$ cat config.mk
export PLATFORM = sky130hd
export DESIGN_NAME = servo_pose_sequencer
export DESIGN_NICKNAME = d
export VERILOG_FILES = /design/src/rtl/servo_seq_pkg.sv /design/src/rtl/pose_fifo.sv /design/src/rtl/servo_pose_sequencer.sv
export SDC_FILE = /design/constraint.sdc
export NUM_CORES = 1
export LEC_CHECK = 0
export ABC_AREA = 1
export CELL_PAD_IN_SITES_DETAIL_PLACEMENT = 0
export CELL_PAD_IN_SITES_GLOBAL_PLACEMENT = 1
export CORE_MARGIN = 10
export CORE_UTILIZATION = 48
export CTS_BUF_LIST = sky130_fd_sc_hd__clkbuf_2 sky130_fd_sc_hd__clkbuf_4 sky130_fd_sc_hd__clkbuf_8
export CTS_CLUSTER_SIZE = 12
export DETAILED_ROUTE_END_ITERATION = 8
export PLACE_DENSITY = 0.94
export SLEW_MARGIN = 20
export SYNTH_ARGS = -nofsm -noshare
export SYNTH_HDL_FRONTEND = slang
export SYNTH_SLANG_ARGS = --single-unit
export TNS_END_PERCENT = 30
$ cat constraint.sdc
create_clock -name clk -period 4 [get_ports clk]
set_clock_uncertainty 0.1 [all_clocks]
set_input_delay 1 -clock clk [delete_from_list [all_inputs] [get_ports clk]]
set_output_delay 1 -clock clk [all_outputs]
set_load 0.1 [all_outputs]
$ cat src/rtl/servo_seq_pkg.sv
// Shared types and helpers for the servo pose sequencer.
package servo_seq_pkg;

    localparam int ANGLE_W = 8;
    localparam int HOLD_W  = 8;

    // One queued pose: four servo angles in degrees plus dwell in frames.
    typedef struct packed {
        logic [ANGLE_W-1:0] a1;
        logic [ANGLE_W-1:0] a2;
        logic [ANGLE_W-1:0] a3;
        logic [ANGLE_W-1:0] a4;
        logic [HOLD_W-1:0]  hold;
    } pose_t;

    typedef enum logic [1:0] {
        IDLE = 2'd0,
        LOAD = 2'd1,
        HOLD = 2'd2
    } seq_state_t;

    // Clock cycles in one PWM frame.
    function automatic int frame_cycles(input int clk_hz, input int frame_us);
        return (clk_hz / 1000000) * frame_us;
    endfunction

endpackage

$ cat src/rtl/pose_fifo.sv
// Small synchronous FIFO of pose_t with first-word fall-through read data.
// DEPTH must be a power of two so the pointers wrap naturally.
module pose_fifo
    import servo_seq_pkg::*;
#(
    parameter int DEPTH = 4
) (
    input  logic                   clk,
    input  logic                   rst_n,
    input  logic                   push,
    input  logic                   pop,
    input  pose_t                  wdata,
    output pose_t                  rdata,
    output logic [$clog2(DEPTH):0] count,
    output logic                   full,
    output logic                   empty
);

    localparam int              AW       = $clog2(DEPTH);
    localparam logic [AW:0]     FULL_CNT = (AW+1)'(DEPTH);

    pose_t           mem_q [DEPTH];
    logic [AW-1:0]   wr_ptr_q, wr_ptr_d;
    logic [AW-1:0]   rd_ptr_q, rd_ptr_d;
    logic [AW:0]     count_q,  count_d;
    logic            do_push, do_pop;

    assign full    = (count_q == FULL_CNT);
    assign empty   = (count_q == '0);
    assign count   = count_q;
    assign rdata   = mem_q[rd_ptr_q];
    assign do_push = push && !full;
    assign do_pop  = pop && !empty;

    // Pointer and occupancy next-state.
    always_comb begin
        wr_ptr_d = wr_ptr_q;
        rd_ptr_d = rd_ptr_q;
        count_d  = count_q;
        if (do_push) wr_ptr_d = wr_ptr_q + 1'b1;
        if (do_pop)  rd_ptr_d = rd_ptr_q + 1'b1;
        case ({do_push, do_pop})
            2'b10:   count_d = count_q + 1'b1;
            2'b01:   count_d = count_q - 1'b1;
            default: count_d = count_q;
        endcase
    end

    // Control registers; reset empties the FIFO.
    always_ff @(posedge clk or negedge rst_n) begin
        if (!rst_n) begin
            wr_ptr_q <= '0;
            rd_ptr_q <= '0;
            count_q  <= '0;
        end else begin
            wr_ptr_q <= wr_ptr_d;
            rd_ptr_q <= rd_ptr_d;
            count_q  <= count_d;
        end
    end

    // Storage array; contents are don't-care until written.
    always_ff @(posedge clk) begin
        if (do_push) mem_q[wr_ptr_q] <= wdata;
    end

endmodule

$ cat src/rtl/servo_pose_sequencer.sv
// Servo pose sequencer: queues 4-servo pose commands and applies them to the
// PWM servo controller only on 20 ms frame boundaries, holding each for its
// commanded number of frames.
// Optional: define SERVO_SLEW_LIMIT_EN to make outputs ramp toward each pose
// by at most STEP degrees per frame instead of jumping.
module servo_pose_sequencer
    import servo_seq_pkg::*;
#(
    parameter int CLK_HZ      = 50000000,
    parameter int FRAME_US    = 20000,
    parameter int DEPTH       = 4,
    parameter int MAX_ANGLE   = 180,
    parameter int RESET_ANGLE = 90,
    parameter int STEP        = 2
) (
    input  logic                   clk,
    input  logic                   rst_n,
    input  logic                   cmd_valid,
    output logic                   cmd_ready,
    input  logic [ANGLE_W-1:0]     cmd_angle1,
    input  logic [ANGLE_W-1:0]     cmd_angle2,
    input  logic [ANGLE_W-1:0]     cmd_angle3,
    input  logic [ANGLE_W-1:0]     cmd_angle4,
    input  logic [HOLD_W-1:0]      cmd_hold,
    input  logic                   enable,
    output logic [ANGLE_W-1:0]     angle1,
    output logic [ANGLE_W-1:0]     angle2,
    output logic [ANGLE_W-1:0]     angle3,
    output logic [ANGLE_W-1:0]     angle4,
    output logic                   nextangle,
    output logic                   frame_tick,
    output logic                   busy,
    output logic [$clog2(DEPTH):0] fifo_count,
    output logic                   err_range
);

    localparam int                 FRAME_CYCLES = frame_cycles(CLK_HZ, FRAME_US);
    localparam int                 CNT_W        = (FRAME_CYCLES > 1) ? $clog2(FRAME_CYCLES) : 1;
    localparam logic [CNT_W-1:0]   CNT_LAST     = CNT_W'(FRAME_CYCLES - 1);
    localparam logic [ANGLE_W-1:0] MAX_A        = ANGLE_W'(MAX_ANGLE);
    localparam logic [ANGLE_W-1:0] RST_A        = ANGLE_W'(RESET_ANGLE);

    // Saturate a commanded angle to the mechanical limit.
    function automatic logic [ANGLE_W-1:0] clamp_angle(input logic [ANGLE_W-1:0] a);
        return (a > MAX_A) ? MAX_A : a;
    endfunction

`ifdef SERVO_SLEW_LIMIT_EN
    localparam logic [ANGLE_W-1:0] STEP_A = ANGLE_W'(STEP);

    // Move cur toward tgt by at most STEP degrees.
    function automatic logic [ANGLE_W-1:0] step_toward(input logic [ANGLE_W-1:0] cur,
                                                       input logic [ANGLE_W-1:0] tgt);
        logic signed [ANGLE_W:0] diff;
        diff = $signed({1'b0, tgt}) - $signed({1'b0, cur});
        if (diff > $signed({1'b0, STEP_A}))
            return cur + STEP_A;
        else if (diff < -$signed({1'b0, STEP_A}))
            return cur - STEP_A;
        else
            return tgt;
    endfunction
`else
    logic [ANGLE_W-1:0] step_unused;
    assign step_unused = ANGLE_W'(STEP);
`endif

    seq_state_t          state_q, state_d;
    logic [CNT_W-1:0]    cnt_q, cnt_d;
    logic [ANGLE_W-1:0]  ang_q [4];
    logic [ANGLE_W-1:0]  ang_d [4];
    logic [HOLD_W-1:0]   hold_q, hold_d;
    logic                nextangle_q, nextangle_d;
    logic                err_q, err_d;
    logic                tick;
    logic                push, pop, count_frame;
    logic                fifo_full, fifo_empty;
    logic                any_clamped;
    pose_t               wr_pose, rd_pose;

`ifdef SERVO_SLEW_LIMIT_EN
    logic [ANGLE_W-1:0]  tgt_q [4];
    logic [ANGLE_W-1:0]  tgt_d [4];
    logic                settled;
    assign settled = (ang_q[0] == tgt_q[0]) && (ang_q[1] == tgt_q[1]) &&
                     (ang_q[2] == tgt_q[2]) && (ang_q[3] == tgt_q[3]);
`endif

    assign tick        = (cnt_q == CNT_LAST);
    assign cmd_ready   = !fifo_full;
    assign push        = cmd_valid && cmd_ready;
    assign any_clamped = (cmd_angle1 > MAX_A) || (cmd_angle2 > MAX_A) ||
                         (cmd_angle3 > MAX_A) || (cmd_angle4 > MAX_A);
    assign wr_pose     = '{a1: clamp_angle(cmd_angle1), a2: clamp_angle(cmd_angle2),
                           a3: clamp_angle(cmd_angle3), a4: clamp_angle(cmd_angle4),
                           hold: cmd_hold};
    assign err_d       = push && any_clamped;

    pose_fifo #(.DEPTH(DEPTH)) u_fifo (
        .clk   (clk),
        .rst_n (rst_n),
        .push  (push),
        .pop   (pop),
        .wdata (wr_pose),
        .rdata (rd_pose),
        .count (fifo_count),
        .full  (fifo_full),
        .empty (fifo_empty)
    );

    // Free-running frame timer, wraps every FRAME_CYCLES.
    always_comb begin
        cnt_d = tick ? '0 : cnt_q + 1'b1;
    end

    // Sequencer next-state: frame-aligned pops, dwell countdown, pose output.
    always_comb begin
        state_d     = state_q;
        hold_d      = hold_q;
        ang_d       = ang_q;
        nextangle_d = 1'b0;
        pop         = 1'b0;
        count_frame = 1'b0;
`ifdef SERVO_SLEW_LIMIT_EN
        tgt_d       = tgt_q;
`endif
        case (state_q)
            IDLE: begin
                if (tick && enable && !fifo_empty) begin
                    pop     = 1'b1;
                    state_d = LOAD;
                end
            end
            LOAD: begin
                state_d = HOLD;
            end
            HOLD: begin
                if (tick) begin
`ifdef SERVO_SLEW_LIMIT_EN
                    // Dwell time only starts once every output has arrived.
                    if (!settled) begin
                        for (int i = 0; i < 4; i++) ang_d[i] = step_toward(ang_q[i], tgt_q[i]);
                        nextangle_d = 1'b1;
                    end else begin
                        count_frame = 1'b1;
                    end
`else
                    count_frame = 1'b1;
`endif
                end
                if (count_frame) begin
                    hold_d = hold_q - 1'b1;
                    if (hold_q == HOLD_W'(1)) begin
                        if (enable && !fifo_empty) begin
                            pop     = 1'b1;
                            state_d = LOAD;
                        end else begin
                            state_d = IDLE;
                        end
                    end
                end
            end
            default: state_d = IDLE;
        endcase
        if (pop) begin
            // A dwell of zero frames is treated as one.
            hold_d = (rd_pose.hold == '0) ? HOLD_W'(1) : rd_pose.hold;
`ifdef SERVO_SLEW_LIMIT_EN
            tgt_d[0] = rd_pose.a1;
            tgt_d[1] = rd_pose.a2;
            tgt_d[2] = rd_pose.a3;
            tgt_d[3] = rd_pose.a4;
`else
            ang_d[0]    = rd_pose.a1;
            ang_d[1]    = rd_pose.a2;
            ang_d[2]    = rd_pose.a3;
            ang_d[3]    = rd_pose.a4;
            nextangle_d = 1'b1;
`endif
        end
    end

    // State, timer and output registers; reset restores the rest pose silently.
    always_ff @(posedge clk or negedge rst_n) begin
        if (!rst_n) begin
            state_q     <= IDLE;
            cnt_q       <= '0;
            hold_q      <= '0;
            nextangle_q <= 1'b0;
            err_q       <= 1'b0;
            for (int i = 0; i < 4; i++) ang_q[i] <= RST_A;
        end else begin
            state_q     <= state_d;
            cnt_q       <= cnt_d;
            hold_q      <= hold_d;
            nextangle_q <= nextangle_d;
            err_q       <= err_d;
            ang_q       <= ang_d;
        end
    end

`ifdef SERVO_SLEW_LIMIT_EN
    // Slew targets; start equal to the rest pose so nothing moves after reset.
    always_ff @(posedge clk or negedge rst_n) begin
        if (!rst_n) begin
            for (int i = 0; i < 4; i++) tgt_q[i] <= RST_A;
        end else begin
            tgt_q <= tgt_d;
        end
    end
`endif

    assign angle1     = ang_q[0];
    assign angle2     = ang_q[1];
    assign angle3     = ang_q[2];
    assign angle4     = ang_q[3];
    assign nextangle  = nextangle_q;
    assign frame_tick = tick;
    assign busy       = (state_q == LOAD) || (state_q == HOLD);
    assign err_range  = err_q;

endmodule

==> key figures <==
Floorplan
  • Initial Utilization: around half
  • DIE HEIGHT: 165 µm
  • Core area: around 0.021 mm²
  • Std cell rows: 53
  • Die ar.: roughly 0.027 mm²
  • Io pins: 84
  • Die Wd: 165 µm

Yosys
  • Post-Syn Area: 0.0101 mm²
  • Cell taking the most area after synthesis: edfxtp_1
  • Top cells by area, synth: edfxtp_1, dfrtp_1, nand2_1, nor2_1, dfstp_2
  • Synth unique cells: 33
  • Most frequent cell after synthesis: edfxtp_1
  • Synthesized flop and latch total: roughly 230
  • List of most frequent post-synthesis cells: edfxtp_1, nand2_1, nor2_1
  • Synth Flop Type: edfxtp_1
  • EDFF count, synth: 160
  • Seq/Total Area, Yosys: roughly 65%
  • Number of synthesis warnings: 0
  • Mapped Cells: 970
  • Syn_nets: between 1k and 1.5k
  • Mean Syn Cell Area: between 10 and 15 µm²
  • Share of Yosys cell area claimed by the top area cell type: a little under half
  • Async SR Flop Fraction: 30.7%

Cells and area
  • Antenna Cells: 0
  • Area delta synth->final: 19.5%
  • Final net count: between 1k and 1.5k
  • Share of layout cells above drive strength 1: between 15 and 20%

Clock tree
  • Clock root buffer: clkbuf_8
  • Deepest clock path buffer count: 3
  • Post-CTS Setup Repair Bufs: 0
  • CTS buffer count: 39
  • Worst-skew pair later-pin latency: around 540 ps
  • Clk sink count: about 230
  • CTS tree: built
  • Worst-path clk slew: 60 ps
  • PostCTS Resize Cnt: 0
  • CTS H-tree depth: 2
  • Post-CTS Hold Buffers: 0

Setup path
  • Critical Path Start Type: register
  • CP Launch Point: cnt_q[0]
  • Critical path class: reg2out
  • Worst Path Arrival: 2350 ps
  • Worst reg2reg startpoint: cnt_q[0]
  • Worst setup EP type: primary output
  • Critical path peak fanout: 9
  • CP Data Required Time: between 2000 and 3000 ps

Power
  • Clock Power Share: 45.9%
  • Combinational share of power: between 2 and 2.5%
  • Pleak: 4.94 nW
  • Switching power of the nets: slightly above 1 mW
  • Pwr dens: between 400 and 500 mW/mm²
  • Worst vdd ir: between 200 and 300 µV
  • Reg power frac: about half
  • Sw Share: roughly a fifth
  • Internal power: roughly 4.0 mW

Timing
  • Max_slew headroom: 33.5%
  • Period utilization: 86.4%
  • Unrepaired setup endpoints after global routing: false
  • Final setup fails: 0
  • Maximum clock rate: slightly below 0.3 GHz
  • Final WS setup: roughly 550 ps
  • Final hold violation count: 0
  • Worst-Margin Slew: 994 ps
  • Fin Setup TNS: 0 ps
  • Final slew viol count: 0
  • Fin crit period: 3450 ps

Route
  • Final WL: between 20000 and 25000 µm
  • Number of remaining DRC errors: 0
  • DR iter-0 viols: about 470
  • DRT Pass-1 Iters: 5
  • Post-DRT Antenna Nets: 0
  • Vias: 6990
  • Per-cell routed wire length: between 15 and 20 µm
  • Vias per Instance: roughly 5.1

Placed design
  • RePlAce Congestion: around 0.86
  • Port Buffers: 83
  • Pre-CTS setup slack: around 470 ps
  • Post-DP HPWL: 13200 µm

Min path
  • Hold Path Class: in2async

Global routing
  • Vias in the first global route: 6962
  • Pin count of the biggest net entering global routing: between 80 and 90
  • First-pass GRT wire length: ~35000 µm
  • Initial antenna violation count: 0
  • Global route overflow: 0
  • Global Route Usage Sum: approximately 16%

Run
  • Max cap viols: 0

Outcome
  • Status: finished clean
[kinds of logic (layout without fill, tap and decap cells)]
group	count (synthesis)	in the layout	synth area share, %
AO/OA/AOI/OAI	154	154	8.11
XOR/XNOR	19	19	1.65
adder cells (fa/ha/maj)	13	13	1.68
buffers and inverters	179	306	6.88
flip-flops	231	231	65.4
AND/OR/NAND/NOR	374	374	16.3
[sequential cells by signal, summed over array words and instances, names as in the netlist]
name	flops
u_fifo.mem_q	160
u_fifo.count	3
state_q	2
err_range	1
angle2	8
cnt_q	20
angle1	8
nextangle	1
angle4	8
u_fifo.wr_ptr_q	2
hold_q	8
angle3	8
u_fifo.rd_ptr_q	2
[power by group through the flow]
stage / logic, mW / clock network, mW / registers, mW
2_1_floorplan: 0.0363 / 0 / 2.62
3_3_place_gp: 0.112 / 0 / 2.62
5_1_grt: 0.131 / 2.44 / 2.57
4_1_cts: 0.116 / 2.33 / 2.57
3_5_place_dp: 0.116 / 0 / 2.62
6_report: 0.118 / 2.28 / 2.57
[per-stage QoR]
step | total power [mW] | util, % | hold slack (ps) | instance area, µm² | std cells
5_1_grt | 5.14 | 57.8 | 260 | 12100 | 1372
4_1_cts | 5.02 | 57.6 | 359 | 12000 | 1371
3_5_place_dp | 2.73 | 53.5 | 352 | 11200 | 1300
2_1_floorplan | 2.65 | - | 332 | 10100 | 970
3_3_place_gp | 2.73 | 53.5 | 342 | 11200 | 1300
6_report | 4.97 | 57.8 | 257 | 12100 | 1372
[cells in the final DEF, fill, tap and decap left out, drive strengths merged, types with 9 or more instances in the layout]
| cell type | netlist | layout |
|---|---|---|
| nand3 | 42 | 42 |
| clkbuf | 28 | 57 |
| nand2 | 147 | 147 |
| dfrtp | 55 | 55 |
| dfstp | 16 | 16 |
| clkdlybuf4s50 | 0 | 63 |
| edfxtp | 160 | 160 |
| nor3 | 9 | 9 |
| nand4 | 26 | 26 |
| xor2 | 11 | 11 |
| buf | 10 | 31 |
| nor2 | 133 | 133 |
| or2 | 15 | 15 |
| o21ai | 113 | 113 |
| ha | 12 | 12 |
| o22ai | 33 | 33 |
| inv | 141 | 143 |
[area by class of cell]
| type | count | area (µm²) |
|---|---|---|
| multi-input cells | 560 | 2830 |
| well taps | 275 | 344 |
| flip-flops and latches | 231 | 6600 |
| fillers | 1767 | 8820 |
| inverters | 141 | 529 |
| repair buffers | 94 | 896 |
| clock buffers | 57 | 703 |
| clock inverters | 14 | 156 |
[worst max-delay path: stages (launching register included)]
cell and delay (ps):
dfrtp_1 360, ha_1 280, nand2_1 120, nor2_4 170
nand3_1 90, nor2_1 250, buf_4 250, buf_4 310
[final timing paths]
kind                              endpoint  depth (start not counted)  slack [ps]
max                             frame_tick                          7         550
min                              cnt_q[15]                          1         260
max reg2reg                u_fifo.count[2]                         13        1000
min reg2reg                       cnt_q[0]                          1         360
max in group asynchronous        angle1[1]                          2        2910
min in group clk                  cnt_q[0]                          1         360
[routing by layer]
metal,track usage [%],vias to the layer above,routed length (µm)
li1,-,3444,-
met2,27.5,207,10800
met4,5.72,0,467
met5,0,-,0
met1,19.0,3300,9170
met3,3.59,39,1360
Note: power is estimated with default switching activity, not from simulation.
